`config.mk`:
```
export PLATFORM = sky130hd
export DESIGN_NAME = ad1939_adc_deserializer
export DESIGN_NICKNAME = d
export VERILOG_FILES = /design/src/rtl/ad1939_adc_deserializer.sv
export SDC_FILE = /design/constraint.sdc
export NUM_CORES = 1
export LEC_CHECK = 0
export ABC_AREA = 1
export CAP_MARGIN = 25
export CORE_UTILIZATION = 50
export DETAILED_ROUTE_END_ITERATION = 7
export GPL_TIMING_DRIVEN = 0
export PLACE_DENSITY = 0.74
export SKIP_LAST_GASP = 1
export SYNTH_ARGS = -nofsm -noshare
export SYNTH_HDL_FRONTEND = slang
export SYNTH_SLANG_ARGS = --single-unit
```
`constraint.sdc`:
```
create_clock -name clk -period 2.65 [get_ports clk]
set_input_delay 0.53 -clock clk [delete_from_list [all_inputs] [get_ports clk]]
set_output_delay 0.53 -clock clk [all_outputs]
set_load 0.02 [all_outputs]
```
`src/rtl/ad1939_adc_deserializer.sv`:
```
`timescale 1ns/1ps
// AD1939 I2S ADC receiver: oversamples abclk/alrclk/asdata, deserializes slots into a 2-entry Avalon-ST buffer.
// Optional slot-length checking (frame_error port) is enabled by defining AD1939_DESER_FRAME_CHECK_EN.
module ad1939_adc_deserializer #(
  parameter int DATA_WIDTH  = 24,
  parameter int SLOT_BITS   = 32,
  parameter int SYNC_STAGES = 2
) (
  input  logic                  clk,
  input  logic                  reset,
  input  logic                  abclk,
  input  logic                  alrclk,
  input  logic                  asdata,
  output logic [DATA_WIDTH-1:0] avalon_streaming_source_data,
  output logic                  avalon_streaming_source_channel,
  output logic                  avalon_streaming_source_valid,
  input  logic                  avalon_streaming_source_ready,
  output logic                  overflow
`ifdef AD1939_DESER_FRAME_CHECK_EN
  ,
  output logic                  frame_error
`endif
);

  localparam int CW = $clog2(SLOT_BITS + 1);
  localparam logic [CW-1:0] CNT_MAX  = CW'(SLOT_BITS);
  localparam logic [CW-1:0] CNT_LAST = CW'(DATA_WIDTH - 1);

  typedef enum logic [1:0] {IDLE, SHIFT, PAD} state_t;

  logic [SYNC_STAGES-1:0] bclk_sync, lr_sync, sd_sync;
  logic                   bclk_prev, bclk_rise, lr, sd, lr_prev, lr_edge;

  state_t                 state, state_next;
  logic [CW-1:0]          bit_cnt, bit_cnt_next;
  logic [DATA_WIDTH-1:0]  shreg, shreg_next;
  logic                   ch, ch_next, push;

  logic [DATA_WIDTH:0]    mem [2];
  logic                   wr_ptr, rd_ptr, full, pop, do_push, drop;
  logic [1:0]             count;

  always_ff @(posedge clk) begin
    if (reset) begin
      bclk_sync <= '0;
      lr_sync   <= '0;
      sd_sync   <= '0;
      bclk_prev <= 1'b0;
      lr_prev   <= 1'b0;
    end else begin
      bclk_sync <= {bclk_sync[SYNC_STAGES-2:0], abclk};
      lr_sync   <= {lr_sync[SYNC_STAGES-2:0], alrclk};
      sd_sync   <= {sd_sync[SYNC_STAGES-2:0], asdata};
      bclk_prev <= bclk_sync[SYNC_STAGES-1];
      if (bclk_rise) lr_prev <= lr;
    end
  end

  assign bclk_rise = bclk_sync[SYNC_STAGES-1] & ~bclk_prev;
  assign lr        = lr_sync[SYNC_STAGES-1];
  assign sd        = sd_sync[SYNC_STAGES-1];
  assign lr_edge   = bclk_rise & (lr != lr_prev);

  always_ff @(posedge clk) begin
    if (reset) begin
      state   <= IDLE;
      bit_cnt <= '0;
      shreg   <= '0;
      ch      <= 1'b0;
    end else begin
      state   <= state_next;
      bit_cnt <= bit_cnt_next;
      shreg   <= shreg_next;
      ch      <= ch_next;
    end
  end

  // Any LR edge (re)starts a slot; the rise carrying the edge is the I2S delay bit.
  always_comb begin
    state_next   = state;
    bit_cnt_next = bit_cnt;
    shreg_next   = shreg;
    ch_next      = ch;
    push         = 1'b0;
    if (bclk_rise) begin
      if (lr_edge) begin
        state_next   = SHIFT;
        bit_cnt_next = '0;
        shreg_next   = '0;
        ch_next      = lr;
      end else if (state == SHIFT) begin
        shreg_next   = {shreg[DATA_WIDTH-2:0], sd};
        bit_cnt_next = (bit_cnt == CNT_MAX) ? bit_cnt : bit_cnt + 1'b1;
        if (bit_cnt == CNT_LAST) begin
          push       = 1'b1;
          state_next = PAD;
        end
      end
    end
  end

  assign full    = (count == 2'd2);
  assign pop     = avalon_streaming_source_valid & avalon_streaming_source_ready;
  assign do_push = push & (~full | pop);
  assign drop    = push & full & ~pop;

  always_ff @(posedge clk) begin
    if (reset) begin
      mem[0]   <= '0;
      mem[1]   <= '0;
      wr_ptr   <= 1'b0;
      rd_ptr   <= 1'b0;
      count    <= 2'd0;
      overflow <= 1'b0;
    end else begin
      if (do_push) begin
        mem[wr_ptr] <= {shreg_next, ch};
        wr_ptr      <= ~wr_ptr;
      end
      if (pop) rd_ptr <= ~rd_ptr;
      case ({do_push, pop})
        2'b10:   count <= count + 2'd1;
        2'b01:   count <= count - 2'd1;
        default: count <= count;
      endcase
      if (drop) overflow <= 1'b1;
    end
  end

  assign avalon_streaming_source_valid   = (count != 2'd0);
  assign avalon_streaming_source_data    = mem[rd_ptr][DATA_WIDTH:1];
  assign avalon_streaming_source_channel = mem[rd_ptr][0];

`ifdef AD1939_DESER_FRAME_CHECK_EN
  localparam int SW = $clog2(SLOT_BITS + 2);
  logic [SW-1:0] slot_cnt;

  // slot_cnt counts rises since the last edge, including the edge rise itself.
  always_ff @(posedge clk) begin
    if (reset) begin
      slot_cnt    <= '0;
      frame_error <= 1'b0;
    end else begin
      frame_error <= 1'b0;
      if (lr_edge) begin
        frame_error <= (state != IDLE) && (slot_cnt != SW'(SLOT_BITS));
        slot_cnt    <= SW'(1);
      end else if (bclk_rise && slot_cnt != SW'(SLOT_BITS + 1)) begin
        slot_cnt    <= slot_cnt + 1'b1;
      end
    end
  end
`endif

endmodule

```
Word level (Yosys, flattened, before mapping)
Memory sizes are Yosys's and may differ from the RTL's. A register that Yosys moved wholly into a read port is not among the register bits.
Index checks and enable logic that the tools add are counted.
Cells by class
  add/subtract/negate cells: 3
  equality and inequality tests: 8
  mux-type cells: 24
  bitwise operators: 12
  reductions and logical operators: 8
Operators by type and width (count)
  24-bit 2-to-1 mux: 3
  25-bit 2-to-1 mux: 1
  25-bit OR reduction: 1
  6-bit 2-to-1 mux: 3
  1-bit 2-to-1 mux: 13
  2-bit nonzero test: 4
  6-bit by 1-bit adder with 6-bit output (second input constant): 1
  1-bit bitwise AND: 6
  6-bit by 5-bit == test with 1-bit output (second input constant): 1
  6-bit == test (second input constant): 1
  2-bit 2-to-1 mux: 3
  3-bit AND reduction: 2
  1-bit inverter: 5
  2-bit by 1-bit == test with 1-bit output (second input constant): 2
  2-bit == test (second input constant): 2
  2-bit one-hot mux with 2 select lines: 1
  2-bit by 1-bit adder with 2-bit output (second input constant): 1
  2-bit != test (second input constant): 1
  2-bit AND reduction: 1
  2-bit by 1-bit subtractor with 2-bit output (second input constant): 1
  1-bit != test: 1
  1-bit OR: 1
Word-level totals
  flip-flop bits (word level): 46
  RAM bits: 50
  input port bits: 6
  memories kept: 1
Memories
  mem: depth 2, width 25, read ports 1, clocked after memory_dff 1, wr ports 2, RTL line 39  | logic [DATA_WIDTH:0] mem [2];

Depth between registers and ports, before layout
  word-level depth: 11
  gate-level depth with buffers: 11

Worst setup path after synthesis
Ideal clock, no wire load.
  path kind: register -> register
  start: register bit_cnt[0]
  end: memory mem[1][0] in the netlist's numbering, enable pin
  setup time: 382 ps
  data arrival time: 1782 ps
  required time: 2268 ps
  path slack: 486 ps
  stages on the path, launching flop included: 9
  period minus slack after synthesis: 2164 ps
  path through: dfxtp_1 ha_1 nand2_2 nor2_4 nand3_4 nor2_8 nand3_4 buf_6 nand2_1
RTL lines
  from (decl): RTL line 35  | logic [CW-1:0] bit_cnt, bit_cnt_next;
  from (signal assigned): RTL line 72  | bit_cnt <= bit_cnt_next;
  to (decl): RTL line 39

==> results.md <==
* Status: finished clean
* Setup CP Type: flop to output pin
* Final Hold Vio Count at 0
* M1 WL at approximately 3800 µm
* Max-cap viol count at 0
* DR iter-0 viols at about 210
* Clk network pwr share at between 30% and 40%
* Area post-placement at 4940 µm²
* DP HPWL at 5880 µm
* Area leader, netlist: edfxtp_1
* Vias per std cell at 5.13
* Fmax at slightly below 0.4 GHz
* Final Wtd Congestion at approximately 0.80
* Skew final at approximately 21 ps
* Syn Area/Cell at around 9.7 µm²
* Slew @ Worst Pin at around 610 ps
* WL/cell at around 14 µm
* Sum Neg Setup Slack at 0 ps
* Top-area cell type share of the netlist area at between 30% and 40%
* Final setup fails at 0
* Slew Viols, Final at 0
* Top Ports at 33
* Family with the most delay on the worst path: buffers and inverters
* Vias in the first global route at approximately 3000
* Worst slack, placed at -99.2 ps
* Clk_lat worst skew at around 360 ps
* Num CTS Buffers at 9
* Number of inserted diodes at 0
* Max Used Layer: met4
* Area of the multi-input gates at about 1600 µm²
* Reg2Reg Setup Slack at slightly below 300 ps
* H-tree depth at 3
* CTS Buffer Depth at 2
* Internal power at 2.14 mW
* Layout area overhead at 15.8%
* DIE WIDTH at about 96 µm
* Sw Share at a little under a quarter
* Cells along the critical path: buf_2 -> mux2_2 -> clkdlybuf4s50_1
* Cell area after synthesis at 4440 µm²
* Post-route clock period utilization at 96.0%
* Mapped Nets at around 470
* Register area at 2440 µm²
* FP Rows at 33
* Via Count at 3138
* 1st-pass router iterations at 4
* Hold_ws at between 400 and 500 ps
* Root Buffer Master: clkbuf_8
* Setup slack after layout at between 100 and 150 ps
* PortBufs at 32
* Hold bufs inserted after CTS at 0
* Total wire length at about 8400 µm
* CP Data Required Time at about 2100 ps
* Die Area at 9250 µm²
* Met2 wire len at roughly 4000 µm
* Sequential area share after synthesis at between 50 and 60%
* ANT nets after route at 0
* Slowest-stage cell, CP: clkdlybuf4s50_1
* Switching power total at 626 µW
* Layout cells sized above 1 at 23.9%
* Final non-filler cell total at between 600 and 700
* # nets final at ~510
* TritonCTS clock tree: built
* Sequential power share at about three fifths
* Setup crit start kind: flop
* Total track usage at 20.0%
* Worst Path Max Fanout at 10
* Leakage at 2.07 nW
* Core Box Area at 8380 µm²
* Unique masters post-synth at 26
* Worst IR Drop VDD at 324 µV
* DR DRC count at 0
* Synth Register Bits at 97
* Fin crit period at approximately 2500 ps
* Met3 WL post-DR at between 300 and 400 µm
* Crit end category: output pin
* Unrepaired setup endpoints after global routing: no
* Initial antenna violation count at 0
* Global route overflow at 0
* Largest net degree at the start of global routing at 19
* Ys Warns at 0
* Hold WC Path Type: flop to flop
* Sink Count at between 90 and 100
* Synthesized instance count at 458
* Max-slew headroom at 59.1%
* Clk slew on worst S/H paths at approximately 90 ps
* Filler cells at around 690
* Crit-path max cell delay at around 540 ps
* Fin area at between 5000 and 6000 µm²
* Synth area leaders: edfxtp_1 (34%), dfxtp_1 (21%), mux2_2 (6.3%)
* Die Y at just under 100 µm
* Initial core utilization at between 50 and 60%
* Final Util at between 60% and 70%
* Buf/Inv on CP at 2
* Total power at roughly 2.8 mW
* Global-route wire length before repair at 13900 µm
* CP Data Arrival Time at about 2000 ps
* Cell Pwr Density at ~540 nW/µm²
* Placed cell count at roughly 600
* Comb power frac at 6.2%
## cells in the mapped netlist (all sizes together)
cell    number
clkbuf       2
mux2        25
buf         18
nor3         1
ha           3
xor2         1
o32ai        1
nand2       80
dfxtp       47
inv         79
o21ai       10
nor2        73
nand4       24
edfxtp      50
a21oi       10
nand3       34
## layout make-up
type / instances / share of cell area [%]
plain buffers: 19 / 2.58
clock buffers: 10 / 2.48
clock inverters: 6 / 1.29
inverters: 79 / 5.77
multi-input cells: 262 / 30.4
flip-flops and latches: 97 / 47.6
well taps: 105 / 2.56
repair buffers: 34 / 7.31
## path summary, 6_finish.rpt
kind,cells after the start,from,end
worst max-delay path,3,flop,avalon_streaming_source_data[21]
worst min register to register,2,bclk_sync[0],bclk_sync[1]
worst min-delay path,2,bclk_sync[0],bclk_sync[1]
worst max register to register,9,bit_cnt[0],mem[1][14]
## state kept, by name, indices dropped and copies added, names as in the netlist, named ones only
name,flops
mem,50
shreg,24
bit_cnt,6
bclk_sync,2
count,2
lr_sync,2
sd_sync,2
state,2
bclk_prev,1
ch,1
lr_prev,1
overflow,1
rd_ptr,1
wr_ptr,1
## power by group through the flow
stage / Clock (mW) / Combinational, mW / Sequential, mW
6_report: 0.961 / 0.171 / 1.63
2_1_floorplan: 0 / 0.0937 / 1.66
4_1_cts: 0.976 / 0.172 / 1.63
3_3_place_gp: 0 / 0.159 / 1.66
3_5_place_dp: 0 / 0.171 / 1.67
5_1_grt: 1.03 / 0.184 / 1.64
## repair_timing
action                     4_1_cts  5_1_grt
setup endpoints to repair       20        1
hold endpoints to repair         0        0
resized for setup                1        1
pin swaps                        0        0
setup buffers                    0        0
## layout by cell type, fill, tap and decap left out, types with 7 or more instances in the layout
cell type and count:
buf_2 7, edfxtp_1 50, mux2_2 25, nand4_1 24, nand3_1 29, nor2_2 38
inv_1 73, nand2_1 74, o21ai_0 10, clkdlybuf4s50_1 32, dfxtp_1 46, clkbuf_8 9
a21oi_1 10, nor2_1 28
## worst register-to-register path: stages, from the launching register on
cell and delay [ps]:
dfxtp_1 390, ha_1 200, nand2_2 90, nor2_4 120, nand3_4 100, nor2_8 150
nand3_4 150, buf_6 200, nand2_1 460, buf_16 230
## metal layers
layer  vias to the layer above  track usage (%)
met1                      1479             25.6
met2                        78             33.4
met4                         0             9.08
met5                         -                0
met3                        14             2.92
li1                       1567                -
## cell families after synthesis
kind of cell             share of synthesized area, %
AND/OR/NAND/NOR                                  25.4
buffers and inverters                            9.70
flip-flops                                       55.1
multiplexers                                     6.35
AO/OA/AOI/OAI                                    2.45
adder cells (fa/ha/maj)                         0.846
XOR/XNOR                                        0.197
Power figures use the tool's default switching activity.
